<file path="src/rtl/rob_alloc_ctrl_pkg.sv">
`default_nettype none
// +--------------------------------------------------------------------------+
// | rob_alloc_ctrl_pkg                                                       |
// | Shared sizes and record types for the ROB allocation controller.        |
// | Revision: 1.0                                                            |
// +--------------------------------------------------------------------------+
package rob_alloc_ctrl_pkg;

  localparam int ROB_DEPTH = 16;
  localparam int ROB_IDX_W = 4;

  typedef logic [ROB_IDX_W-1:0] robIdx_t;

  // Allocation result, laid out so robNum1/2 feed the dispatch record directly
  typedef struct packed {
    logic    grant1;
    logic    grant2;
    robIdx_t robNum1;
    robIdx_t robNum2;
    logic    stall;
  } robAllocStruct;

  typedef struct packed {
    logic    valid1;
    logic    valid2;
    robIdx_t idx1;
    robIdx_t idx2;
  } retireOfferStruct;

endpackage
`default_nettype wire

</file>
<file path="src/rtl/rob_alloc_ctrl_done_tracker.sv">
`default_nettype none
// +--------------------------------------------------------------------------+
// | rob_done_tracker                                                         |
// | Per-entry valid/done bits with allocate, complete and retire updates.   |
// | Revision: 1.0                                                            |
// +--------------------------------------------------------------------------+
module rob_done_tracker #(
  parameter int DEPTH = 16,
  parameter int IDX_W = 4
) (
  input  logic                  clk,
  input  logic                  reset,
  input  logic                  flush,
  input  logic                  set_en1,
  input  logic                  set_en2,
  input  logic [IDX_W-1:0]      set_idx1,
  input  logic [IDX_W-1:0]      set_idx2,
  input  logic [2:0]            cmpl_valid,
  input  logic [2:0][IDX_W-1:0] cmpl_idx,
  input  logic                  clr_en1,
  input  logic                  clr_en2,
  input  logic [IDX_W-1:0]      rd_idx1,
  input  logic [IDX_W-1:0]      rd_idx2,
  output logic                  rdy1,
  output logic                  rdy2
);

  logic [DEPTH-1:0] w_valid;
  logic [DEPTH-1:0] w_done;

  generate
    for (genvar i = 0; i < DEPTH; i++) begin : g_entry
      logic r_v;
      logic r_d;
      logic w_hit;
      logic w_clr;
      logic w_set;

      always_comb begin
        w_hit = 1'b0;
        for (int k = 0; k < 3; k++) begin
          if (cmpl_valid[k] && (cmpl_idx[k] == IDX_W'(i))) w_hit = 1'b1;
        end
      end

      assign w_clr = (clr_en1 && (rd_idx1 == IDX_W'(i))) ||
                     (clr_en2 && (rd_idx2 == IDX_W'(i)));
      assign w_set = (set_en1 && (set_idx1 == IDX_W'(i))) ||
                     (set_en2 && (set_idx2 == IDX_W'(i)));

      // Retire and allocate never target the same entry; completions only land on live entries
      always_ff @(posedge clk or negedge reset) begin
        if (!reset) begin
          r_v <= 1'b0;
          r_d <= 1'b0;
        end else if (flush || w_clr) begin
          r_v <= 1'b0;
          r_d <= 1'b0;
        end else if (w_set) begin
          r_v <= 1'b1;
          r_d <= 1'b0;
        end else if (r_v && w_hit) begin
          r_d <= 1'b1;
        end
      end

      assign w_valid[i] = r_v;
      assign w_done[i]  = r_d;
    end
  endgenerate

  assign rdy1 = w_valid[rd_idx1] & w_done[rd_idx1];
  assign rdy2 = w_valid[rd_idx2] & w_done[rd_idx2];

endmodule
`default_nettype wire

</file>
<file path="src/rtl/rob_alloc_ctrl.sv">
`default_nettype none
// +--------------------------------------------------------------------------+
// | rob_alloc_ctrl                                                           |
// | ROB head/tail/count control: dispatch grant, completion, retire offer.  |
// | Revision: 1.0                                                            |
// +--------------------------------------------------------------------------+
module rob_alloc_ctrl
  import rob_alloc_ctrl_pkg::*;
#(
  parameter int DEPTH = ROB_DEPTH,
  parameter int IDX_W = ROB_IDX_W
) (
  input  logic             clk,
  input  logic             reset,
  input  logic             flush,
  input  logic             disp_req1,
  input  logic             disp_req2,
  output logic             disp_grant1,
  output logic             disp_grant2,
  output logic [IDX_W-1:0] rob_num1,
  output logic [IDX_W-1:0] rob_num2,
  output logic             disp_stall,
  input  logic             cmpl_valid1,
  input  logic             cmpl_valid2,
  input  logic             cmpl_valid3,
  input  logic [IDX_W-1:0] cmpl_rob1,
  input  logic [IDX_W-1:0] cmpl_rob2,
  input  logic [IDX_W-1:0] cmpl_rob3,
  input  logic             ret_ready,
  output logic             ret_valid1,
  output logic             ret_valid2,
  output logic [IDX_W-1:0] ret_idx1,
  output logic [IDX_W-1:0] ret_idx2,
  output logic [IDX_W:0]   rob_count,
  output logic             rob_full,
  output logic             rob_empty
);

  localparam logic [IDX_W:0] C_DEPTH = (IDX_W+1)'(DEPTH);

  logic [IDX_W-1:0] r_head;
  logic [IDX_W-1:0] r_tail;
  logic [IDX_W:0]   r_count;

  logic [1:0]       w_ndisp;
  logic [1:0]       w_ngrant;
  logic [1:0]       w_nret;
  logic [IDX_W:0]   w_free;
  logic             w_illegal;
  logic             w_fits;
  logic [IDX_W-1:0] w_head_p1;
  logic             w_rdy1;
  logic             w_rdy2;
  logic             w_ret1;
  logic             w_ret2;
  logic [IDX_W+1:0] w_count_sum;
  robAllocStruct    w_alloc;
  retireOfferStruct w_offer;

  assign w_ndisp   = {1'b0, disp_req1} + {1'b0, disp_req2};
  assign w_free    = C_DEPTH - r_count;
  assign w_illegal = disp_req2 & ~disp_req1;
  assign w_fits    = w_free >= {{(IDX_W-1){1'b0}}, w_ndisp};
  assign w_head_p1 = r_head + IDX_W'(1);

  // Grant is all-or-nothing against registered occupancy; retires this cycle give no credit
  always_comb begin
    w_alloc         = '0;
    w_alloc.robNum1 = r_tail;
    w_alloc.robNum2 = r_tail + IDX_W'(1);
    if (!flush && !w_illegal && w_fits) begin
      w_alloc.grant1 = disp_req1;
      w_alloc.grant2 = disp_req2;
    end
    w_alloc.stall = !flush && (disp_req1 || disp_req2) &&
                    !(w_alloc.grant1 || w_alloc.grant2);
  end

  always_comb begin
    w_offer        = '0;
    w_offer.idx1   = r_head;
    w_offer.idx2   = w_head_p1;
    w_offer.valid1 = !flush && w_rdy1;
    w_offer.valid2 = !flush && w_rdy1 && w_rdy2;
  end

  assign w_ret1      = ret_ready & w_offer.valid1;
  assign w_ret2      = ret_ready & w_offer.valid2;
  assign w_ngrant    = {1'b0, w_alloc.grant1} + {1'b0, w_alloc.grant2};
  assign w_nret      = {1'b0, w_ret1} + {1'b0, w_ret2};
  assign w_count_sum = {1'b0, r_count} + (IDX_W+2)'(w_ngrant);

  rob_done_tracker #(
    .DEPTH (DEPTH),
    .IDX_W (IDX_W)
  ) u_tracker (
    .clk        (clk),
    .reset      (reset),
    .flush      (flush),
    .set_en1    (w_alloc.grant1),
    .set_en2    (w_alloc.grant2),
    .set_idx1   (w_alloc.robNum1),
    .set_idx2   (w_alloc.robNum2),
    .cmpl_valid ({cmpl_valid3, cmpl_valid2, cmpl_valid1}),
    .cmpl_idx   ({cmpl_rob3, cmpl_rob2, cmpl_rob1}),
    .clr_en1    (w_ret1),
    .clr_en2    (w_ret2),
    .rd_idx1    (r_head),
    .rd_idx2    (w_head_p1),
    .rdy1       (w_rdy1),
    .rdy2       (w_rdy2)
  );

  always_ff @(posedge clk or negedge reset) begin
    if (!reset) begin
      r_head  <= '0;
      r_tail  <= '0;
      r_count <= '0;
    end else if (flush) begin
      r_head  <= '0;
      r_tail  <= '0;
      r_count <= '0;
    end else begin
      r_head  <= r_head + IDX_W'(w_nret);
      r_tail  <= r_tail + IDX_W'(w_ngrant);
      r_count <= r_count + (IDX_W+1)'(w_ngrant) - (IDX_W+1)'(w_nret);
    end
  end

  a_req2_needs_req1: assert property (@(posedge clk) disable iff (!reset)
    !(disp_req2 && !disp_req1))
    else $error("rob_alloc_ctrl: disp_req2 without disp_req1");

  a_count_bounds: assert property (@(posedge clk) disable iff (!reset)
    flush || ((w_count_sum >= (IDX_W+2)'(w_nret)) &&
              (w_count_sum - (IDX_W+2)'(w_nret) <= (IDX_W+2)'(DEPTH))))
    else $error("rob_alloc_ctrl: occupancy out of range");

  assign disp_grant1 = w_alloc.grant1;
  assign disp_grant2 = w_alloc.grant2;
  assign rob_num1    = w_alloc.robNum1;
  assign rob_num2    = w_alloc.robNum2;
  assign disp_stall  = w_alloc.stall;
  assign ret_valid1  = w_offer.valid1;
  assign ret_valid2  = w_offer.valid2;
  assign ret_idx1    = w_offer.idx1;
  assign ret_idx2    = w_offer.idx2;
  assign rob_count   = r_count;
  assign rob_full    = r_count == C_DEPTH;
  assign rob_empty   = r_count == '0;

endmodule
`default_nettype wire

</file>
<file path="config.mk">
export PLATFORM = sky130hd
export DESIGN_NAME = rob_alloc_ctrl
export DESIGN_NICKNAME = d
export VERILOG_FILES = /design/src/rtl/rob_alloc_ctrl_pkg.sv /design/src/rtl/rob_alloc_ctrl_done_tracker.sv /design/src/rtl/rob_alloc_ctrl.sv
export SDC_FILE = /design/constraint.sdc
export NUM_CORES = 1
export LEC_CHECK = 0
export ABC_AREA = 1
export CELL_PAD_IN_SITES_DETAIL_PLACEMENT = 1
export CELL_PAD_IN_SITES_GLOBAL_PLACEMENT = 2
export CORE_MARGIN = 5
export CORE_UTILIZATION = 34
export CTS_CLUSTER_DIAMETER = 120
export DETAILED_ROUTE_END_ITERATION = 12
export PLACE_DENSITY_LB_ADDON = 0.1
export SETUP_SLACK_MARGIN = 0.15
export SLEW_MARGIN = 5
export SYNTH_ARGS = -nofsm -noshare
export SYNTH_HDL_FRONTEND = slang
export SYNTH_SLANG_ARGS = --single-unit
</file>
<file path="constraint.sdc">
create_clock -name clk -period 10.05 [get_ports clk]
set_input_delay 1.5075 -clock clk [delete_from_list [all_inputs] [get_ports clk]]
set_output_delay 1.5075 -clock clk [all_outputs]
set_load 0.03 [all_outputs]
</file>
==> impl_metrics.json, run 1 <==
{
  "status": "completed",
  "max_freq_ghz": 0.139,
  "cts_buffers": 5,
  "cap_violations": 0,
  "grt_setup_unrepaired": "false",
  "syn_area_um2": 4610,
  "syn_area_per_cell_um2": 6.32,
  "io_buffers": 48,
  "leakage_uw": 0.00264,
  "synth.area.mux_share": 0,
  "fin_crit_sh": 0.714,
  "synth.yosys.seq_area_share": 0.244,
  "grt_pass1_vias": 5132,
  "tightest_slew_ns": 1.15,
  "synth_flop_cell": "dfrtp_1",
  "worst-setup-path-type": "input pin to output pin",
  "yosysUniqueCellTypes": 35,
  "synth_fa_ha_area_frac": 0.102,
  "required_ns": 8.54,
  "rows": 42,
  "power_density_nw_per_um2": 132,
  "vias_per_cell": 5.18,
  "routed_wl_um": 16700,
  "synth-compound-area-share": 0.100,
  "fillers": 1784,
  "arrival_ns": 5.67,
  "crit_path_end_kind": "output pin",
  "yosys.area_share.simple": 0.397,
  "grtUsageTotal": 0.215,
  "period_needed_ns": 7.17,
  "synth-seq-cells": 45,
  "grt_start_max_net_pins": 46,
  "synth_edf_count": 0,
  "numClockSinks": 45,
  "die_h_um": 126,
  "synthCells": 729,
  "wl_per_cell_um": 18.0,
  "final_util": 0.396,
  "final-hold-violation-count": 0,
  "maxSlewHeadroom": 0.235,
  "clk_latency_ns": 0.30,
  "drc": 0,
  "clkSlewWorstSetupHoldPaths_ns": 0.06,
  "synth_top_family_by_area": "simple AND/OR/NAND/NOR gates",
  "synth-xor-area-share": 0.0201,
  "place_hpwl_um": 13200,
  "diodes": 0,
  "drt_iter0_markers": 257,
  "fin_setup_tns_ns": 0,
  "cts_tree": "done",
  "antenna_found_initial": 0,
  "hp-class": "register to register",
  "peakVddDrop_mv": 0.113,
  "synthArstFlopShare": 1.00,
  "area_growth_pct": 14.0,
  "finClkSkew_ns": 0.00770,
  "synth_nets": 785,
  "root_buffer": "clkbuf_16",
  "setup_viol": 0,
  "initial_core_util": 0.348,
  "postCtsSetupBuffers": 0,
  "die-area_um2": 16000,
  "antenna_left": 0,
  "worst_setup_path_start_kind": "input pin",
  "vias": 4815,
  "cts_buffer_depth": 2,
  "htreeDepth": 2,
  "regArea_um2": 1130,
  "maxSlewViolCount": 0,
  "die_w_um": 126,
  "gr-total-overflow": 0,
  "critPathMaxFanout": 30,
  "gp_congestion": 0.833,
  "grt_pass1_wl_um": 27600,
  "final_nets": 809,
  "dr.pass1.iters": 5,
  "coreArea_um2": 13200,
  "ys_warn_count": 0,
  "cts-resized-gates": 0,
  "multi_input_area_um2": 2850,
  "io_pins": 49,
  "ctsHoldBuffers": 0,
  "drive_above_1_share": 0.0385
}
cell type report:
type / count / area share
Clock inverter: 2 / 0.00191
Multi-Input combinational cell: 541 / 0.543
Tap cell: 176 / 0.0419
Inverter: 109 / 0.0789
Timing Repair Buffer: 51 / 0.0949
Sequential cell: 45 / 0.214
Clock buffer: 6 / 0.0245
cells in the mapped netlist, types with 3 or more instances:
master      n  area share
nand2_2     4      0.0054
inv_2       3      0.0024
o211ai_1   15       0.024
nand3_1    84       0.091
fa_1        4       0.017
nand2_1   176        0.14
buf_6       8       0.020
a31oi_1    17       0.023
xor2_1      4      0.0076
nand4_1    35       0.048
nor2_4      3      0.0073
a21oi_1    10       0.011
o21ai_0    28       0.030
nor2_1    113       0.092
nor3_1      3      0.0033
clkbuf_1   16       0.013
buf_2       6      0.0065
dfrtp_1    45        0.24
inv_1     105       0.086
ha_1       31       0.084
report_power, final:
part	switching [uW]	internal, uW	total, uW
Clock	77.4	91.7	169
Combinational	200	112	312
Sequential	17.1	195	212
Total	295	398	693
layout by cell type (no fill, tap or decap), types with 3 or more instances in the layout:
master / netlist / layout
a21oi_1: 10 / 10
a31oi_1: 17 / 17
buf_4: 2 / 3
clkbuf_16: 0 / 5
clkdlybuf4s50_1: 0 / 47
dfrtp_1: 45 / 45
fa_1: 4 / 4
ha_1: 31 / 31
inv_1: 105 / 105
inv_2: 3 / 3
nand2_1: 176 / 176
nand2_2: 4 / 4
nand3_1: 84 / 84
nand4_1: 35 / 35
nor2_1: 113 / 113
nor2_4: 3 / 3
nor3_1: 3 / 3
o211ai_1: 15 / 15
o21ai_0: 28 / 28
xor2_1: 4 / 4
cell families (layout without fill, tap and decap cells):
logic type / after synthesis / count (layout)
adders and majority gates: 35 / 35
xor gates and xnor gates: 8 / 8
and+or+nand+nor: 422 / 422
buffers and inverters: 143 / 168
DFF: 45 / 45
AOI/OAI and AO/OA: 76 / 76
critical path, stage by stage:
cell and delay, ns:
clkdlybuf4s50_1 0.89, inv_1 0.11, ha_1 0.30, ha_1 0.27
o21ai_0 0.17, nand4_1 0.10, o21a_1 0.41, nand2_1 0.79
ha_1 0.28, nand2_1 0.05, nor2_1 0.10, clkdlybuf4s50_1 0.67
flip-flops by register name, indices dropped and copies added, names as in the netlist:
register               cells
u_tracker.g_entry.r_v     16
ret_idx1                   4
rob_count                  5
u_tracker.g_entry.r_d     16
rob_num1                   4
per-layer routing:
layer,up-vias,GRT usage,wire [um]
li1,2397,-,-
met1,2342,0.279,7610
met2,63,0.382,8390
met3,13,0.0248,473
met4,0,0.0492,255
met5,-,0,0
final timing paths:
check                      cells after the start                 startpoint                        end  slack (ns)
min in group asynchronous                      1                      reset  u_tracker.g_entry[14].r_d        1.41
hold / removal                                 2  u_tracker.g_entry[15].r_v  u_tracker.g_entry[15].r_v        0.52
max in group asynchronous                      1                      reset                ret_idx1[2]        7.91
hold reg to reg                                2  u_tracker.g_entry[15].r_v  u_tracker.g_entry[15].r_v        0.52
setup reg to reg                              19               rob_count[1]               rob_count[4]        5.31
setup / recovery                              12                  disp_req2                 disp_stall        2.88
stage by stage:
| step | total power (uW) | hold WS, ns | instance area (um^2) | worst slack [ns] | cells |
|---|---|---|---|---|---|
| floorplan | 420 | 0.480 | 4610 | 4.50 | 729 |
| global placement | 515 | 0.490 | 5110 | 3.07 | 922 |
| detailed placement | 532 | 0.505 | 5110 | 2.86 | 922 |
| CTS | 702 | 0.519 | 5250 | 2.85 | 930 |
| global route | 743 | 0.572 | 5250 | 2.54 | 930 |
| finish | 693 | 0.518 | 5250 | 2.88 | 930 |
(Power assumes the default switching activity.)
==> run 2, diff against run 1 <==
- CORE_UTILIZATION: 34 -> 28
- clock period: 10.05 -> 6.1 ns (I/O delays scaled with it)
==> impl_metrics.json, run 2 (synthesized netlist as in run 1, its figures left out) <==
{
  "status": "completed",
  "die-area_um2": 19100,
  "required_ns": 5.18,
  "die_w_um": 138,
  "postLayoutCellArea_um2": 5340,
  "numClockSinks": 45,
  "top_layer_used": "met4",
  "finClkSkew_ns": 0.0109,
  "diodes": 0,
  "switchingPower_uw": 489,
  "worst_setup_path_start_kind": "input pin",
  "maxSlewViolCount": 0,
  "period_needed_ns": 5.07,
  "critPathMaxFanout": 20,
  "grt_pass1_vias": 5056,
  "peakVddDrop_mv": 0.174,
  "initial_core_util": 0.288,
  "area_growth_pct": 15.9,
  "fin_crit_sh": 0.831,
  "power_density_nw_per_um2": 217,
  "wl_per_cell_um": 18.3,
  "hp-class": "register to register",
  "antenna_found_initial": 0,
  "grt_pass1_wl_um": 28200,
  "gp_congestion": 0.817,
  "r2r_setup_slack_ns": 1.83,
  "drt_iter0_markers": 214,
  "leakage_uw": 0.00267,
  "gr-total-overflow": 0,
  "tightest_slew_ns": 0.674,
  "cts_buffer_depth": 2,
  "grt_start_max_net_pins": 46,
  "maxSlewHeadroom": 0.551,
  "rows": 46,
  "p_int_uw": 669,
  "post-place-cells": 967,
  "wl_met1_um": 8170,
  "pwr-share-comb": 0.448,
  "clkSlewWorstSetupHoldPaths_ns": 0.06,
  "vias": 4823,
  "mostFrequentLayoutCell": "nand2_1",
  "die_h_um": 138,
  "final_util": 0.334,
  "seq_power_share": 0.303,
  "coreArea_um2": 16000,
  "dr.pass1.iters": 4,
  "htreeDepth": 2,
  "cts_buffers": 5,
  "cpPeakStageDelay_ns": 0.69,
  "cp_common_cell": "ha_1",
  "io_buffers": 48,
  "layout_common_cells": "nand2_1, nor2_1, inv_1, nand3_1, clkdlybuf4s50_1",
  "place_hpwl_um": 14200,
  "power.total_uw": 1160,
  "routed_wl_um": 17800,
  "switching_share": 0.422,
  "root_buffer": "clkbuf_16",
  "final_cells": 974,
  "cp_cell_sequence": "clkdlybuf4s50_1 -> buf_4 -> inv_1 -> ha_1 -> ha_1 -> o21ai_0 -> nand4_1 -> o21a_1 -> nand2_1 -> ha_1 -> nand2_1 -> nor2_1 -> clkdlybuf4s50_1",
  "postCtsSetupBuffers": 0,
  "final_nets": 814,
  "arrival_ns": 4.15,
  "drive_above_1_share": 0.0435,
  "antenna_left": 0,
  "met2WireLength_um": 8800,
  "clockPowerShare": 0.249,
  "grtUsageTotal": 0.187,
  "clk_latency_ns": 0.30,
  "crit_slowest_cell": "clkdlybuf4s50_1",
  "cts_tree": "done",
  "grt_setup_unrepaired": "false",
  "vias_per_cell": 4.95,
  "ctsHoldBuffers": 0,
  "cap_violations": 0,
  "drc": 0,
  "dpl_cell_area_um2": 5200,
  "cts-resized-gates": 0,
  "io_pins": 49,
  "fin_setup_tns_ns": 0,
  "max_freq_ghz": 0.197,
  "final-hold-violation-count": 0,
  "worst-setup-path-type": "input pin to output pin",
  "crit_path_end_kind": "output pin",
  "dr_wl_met3_um": 500,
  "setup_viol": 0
}
-- run 2: cell count changes in the layout (fill, tap and decap cells not counted), sizes merged --
cell	previous run	this run
buf	4	9
clkinv	2	0
clkbuf	6	7
-- run 2: area by class of cell --
cell class	instances	area, um^2
Multi-Input combinational cell	541	2850
Timing Repair Buffer	56	536
Sequential cell	45	1130
Inverter	109	414
Fill cell	2119	10700
Tap cell	216	270
Clock buffer	7	143
-- run 2: metal layers --
metal | up-vias | global-route usage
met5 | - | 0
met4 | 0 | 0.0426
met3 | 13 | 0.0238
met2 | 78 | 0.330
met1 | 2330 | 0.244
li1 | 2402 | -
-- run 2: critical path: cells and delay by family --
kind | cells | cell delay (ns)
AOI/OAI and AO/OA | 2 | 0.58
buffers and inverters | 4 | 1.44
adders and majority gates | 3 | 0.70
and+or+nand+nor | 4 | 0.50
-- run 2: final timing paths --
check | startpoint | to | cells after the start
min in group asynchronous | reset | u_tracker.g_entry[13].r_v | 2
worst max register to register | ret_idx1[0] | rob_count[4] | 18
worst min-delay path | u_tracker.g_entry[15].r_v | u_tracker.g_entry[15].r_v | 2
worst max-delay path | disp_req2 | disp_stall | 13
worst min register to register | u_tracker.g_entry[15].r_v | u_tracker.g_entry[15].r_v | 2
max in group asynchronous | reset | rob_count[4] | 2
-- run 2: power groups by stage --
stage               logic (uW)  registers, uW  clock network [uW]
detailed placement         526            358                   0
finish                     519            351                 288
floorplan                  311            381                   0
global placement           513            357                   0
CTS                        528            352                 296
global route               577            357                 307
-- run 2: stage by stage --
stage          setup WS, ns  hold WS [ns]
2_1_floorplan          1.25         0.480
3_5_place_dp          0.929         0.502
5_1_grt               0.743         0.563
6_report               1.03         0.512
4_1_cts                1.01         0.516
3_3_place_gp           1.07         0.493
==> run 3, diff against run 2 <==
- CORE_UTILIZATION: 28 -> 31
- clock period: 6.1 -> 4.95 ns (I/O delays scaled with it)
==> impl_metrics.json, run 3 (synthesized netlist as in run 1, its figures left out) <==
{
  "p_int_uw": 917,
  "vias": 4849,
  "clk_latency_ns": 0.30,
  "maxSlewHeadroom": 0.569,
  "worst_setup_path_start_kind": "input pin",
  "fin_crit_sh": 0.857,
  "cts-resized-gates": 0,
  "setup_viol": 0,
  "required_ns": 5.18,
  "mostFrequentLayoutCell": "nand2_1",
  "critPathMaxFanout": 5,
  "status": "completed",
  "wl_per_cell_um": 18.1,
  "switchingPower_uw": 591,
  "layout_common_cells": "nand2_1, nor2_1, inv_1, nand3_1",
  "clkSlewWorstSetupHoldPaths_ns": 0.07,
  "seq_power_share": 0.285,
  "area_growth_pct": 16.8,
  "period_needed_ns": 4.24,
  "fin_setup_tns_ns": 0,
  "grtUsageTotal": 0.198,
  "crit_slowest_cell": "clkdlybuf4s50_1",
  "grt_start_max_net_pins": 46,
  "grt_pass1_wl_um": 27500,
  "pwr-share-comb": 0.420,
  "cp_cell_sequence": "clkdlybuf4s50_1 -> inv_1 -> ha_1 -> ha_1 -> o21ai_0 -> nand4_1 -> o21a_1 -> nand2_1 -> inv_1 -> ha_1 -> inv_1 -> fa_1 -> fa_1 -> nor3_1 -> a211oi_1 -> xor2_1 -> nor2_1",
  "coreArea_um2": 14500,
  "ctsHoldBuffers": 0,
  "cts_buffers": 5,
  "peakVddDrop_mv": 0.241,
  "postCtsSetupBuffers": 0,
  "leakage_uw": 0.00272,
  "antenna_found_initial": 0,
  "cts_buffer_depth": 2,
  "place_hpwl_um": 13700,
  "holdPathStages": 2,
  "postLayoutCellArea_um2": 5380,
  "maxSlewViolCount": 0,
  "final-hold-violation-count": 0,
  "routed_wl_um": 17100,
  "io_pins": 49,
  "grt_pass1_vias": 5066,
  "cts_tree": "done",
  "switching_share": 0.392,
  "die_h_um": 132,
  "fillers": 1944,
  "max_freq_ghz": 0.236,
  "io_buffers": 48,
  "power_density_nw_per_um2": 280,
  "worst-setup-path-type": "input pin to register",
  "drc": 0,
  "htreeDepth": 2,
  "finClkSkew_ns": 0.00865,
  "die-area_um2": 17400,
  "die_w_um": 132,
  "diodes": 0,
  "vias_per_cell": 5.11,
  "hp-class": "register to register",
  "crit_path_end_kind": "register",
  "initial_core_util": 0.317,
  "ff2ff_path_depth": 18,
  "pre_cts_slack_ns": 0.354,
  "numClockSinks": 45,
  "tightest_slew_ns": 0.646,
  "rows": 44,
  "final_util": 0.370,
  "dpl_cell_area_um2": 5190,
  "arrival_ns": 4.47,
  "gp_congestion": 0.825,
  "clockPowerShare": 0.294,
  "drive_above_1_share": 0.0550,
  "grt_setup_unrepaired": "false",
  "dr.pass1.iters": 4,
  "power.total_uw": 1510,
  "drt_iter0_markers": 218,
  "cap_violations": 0,
  "fin_ws_ns": 0.705,
  "root_buffer": "clkbuf_16",
  "gr-total-overflow": 0,
  "cpPeakStageDelay_ns": 0.58,
  "final_nets": 819,
  "antenna_left": 0
}
-- run 3: final timing paths --
path | startpoint | to | slack (ns)
worst max register to register | ret_idx1[0] | rob_count[4] | 1.04
worst min register to register | u_tracker.g_entry[0].r_v | u_tracker.g_entry[0].r_v | 0.51
worst max-delay path | disp_req1 | rob_count[4] | 0.71
min in group asynchronous | reset | u_tracker.g_entry[9].r_d | 0.55
worst min-delay path | u_tracker.g_entry[0].r_v | u_tracker.g_entry[0].r_v | 0.51
max in group asynchronous | reset | u_tracker.g_entry[14].r_d | 3.96
-- run 3: stage by stage --
step | instances | hold WS, ns
floorplan | 729 | 0.447
finish | 948 | 0.513
global placement | 940 | 0.494
CTS | 948 | 0.516
global route | 948 | 0.549
detailed placement | 940 | 0.500
-- run 3: worst max-delay path, delay by kind of cell --
family                     cells  cell delay (ns)
adders and majority gates      5             1.77
buffers and inverters          4             0.85
and+or+nand+nor                4             0.51
AOI/OAI and AO/OA              3             0.45
xor gates and xnor gates       1             0.14
-- run 3: cell type report --
cell class | count | area (um^2) | area share
clock buffer | 5 | 125 | 0.0233
clock inverter | 3 | 65.1 | 0.0121
inverter | 109 | 414 | 0.0770
multi-input combinational | 541 | 2850 | 0.530
sequential | 45 | 1130 | 0.209
tap | 184 | 230 | 0.0428
timing repair buffer | 61 | 568 | 0.106
-- run 3: metal layers --
metal / vias to the layer above / wire length, um / track usage
met4: 0 / 330 / 0.0549
met3: 21 / 397 / 0.0271
met2: 71 / 8510 / 0.344
met1: 2337 / 7890 / 0.258
met5: - / 0 / 0
li1: 2420 / - / -
-- run 3: power by group through the flow --
stage	combinational (uW)	sequential [uW]	clock [uW]
3_5_place_dp	643	438	0
2_1_floorplan	383	470	0
5_1_grt	711	436	473
4_1_cts	645	431	455
3_3_place_gp	629	436	0
6_report	634	430	444
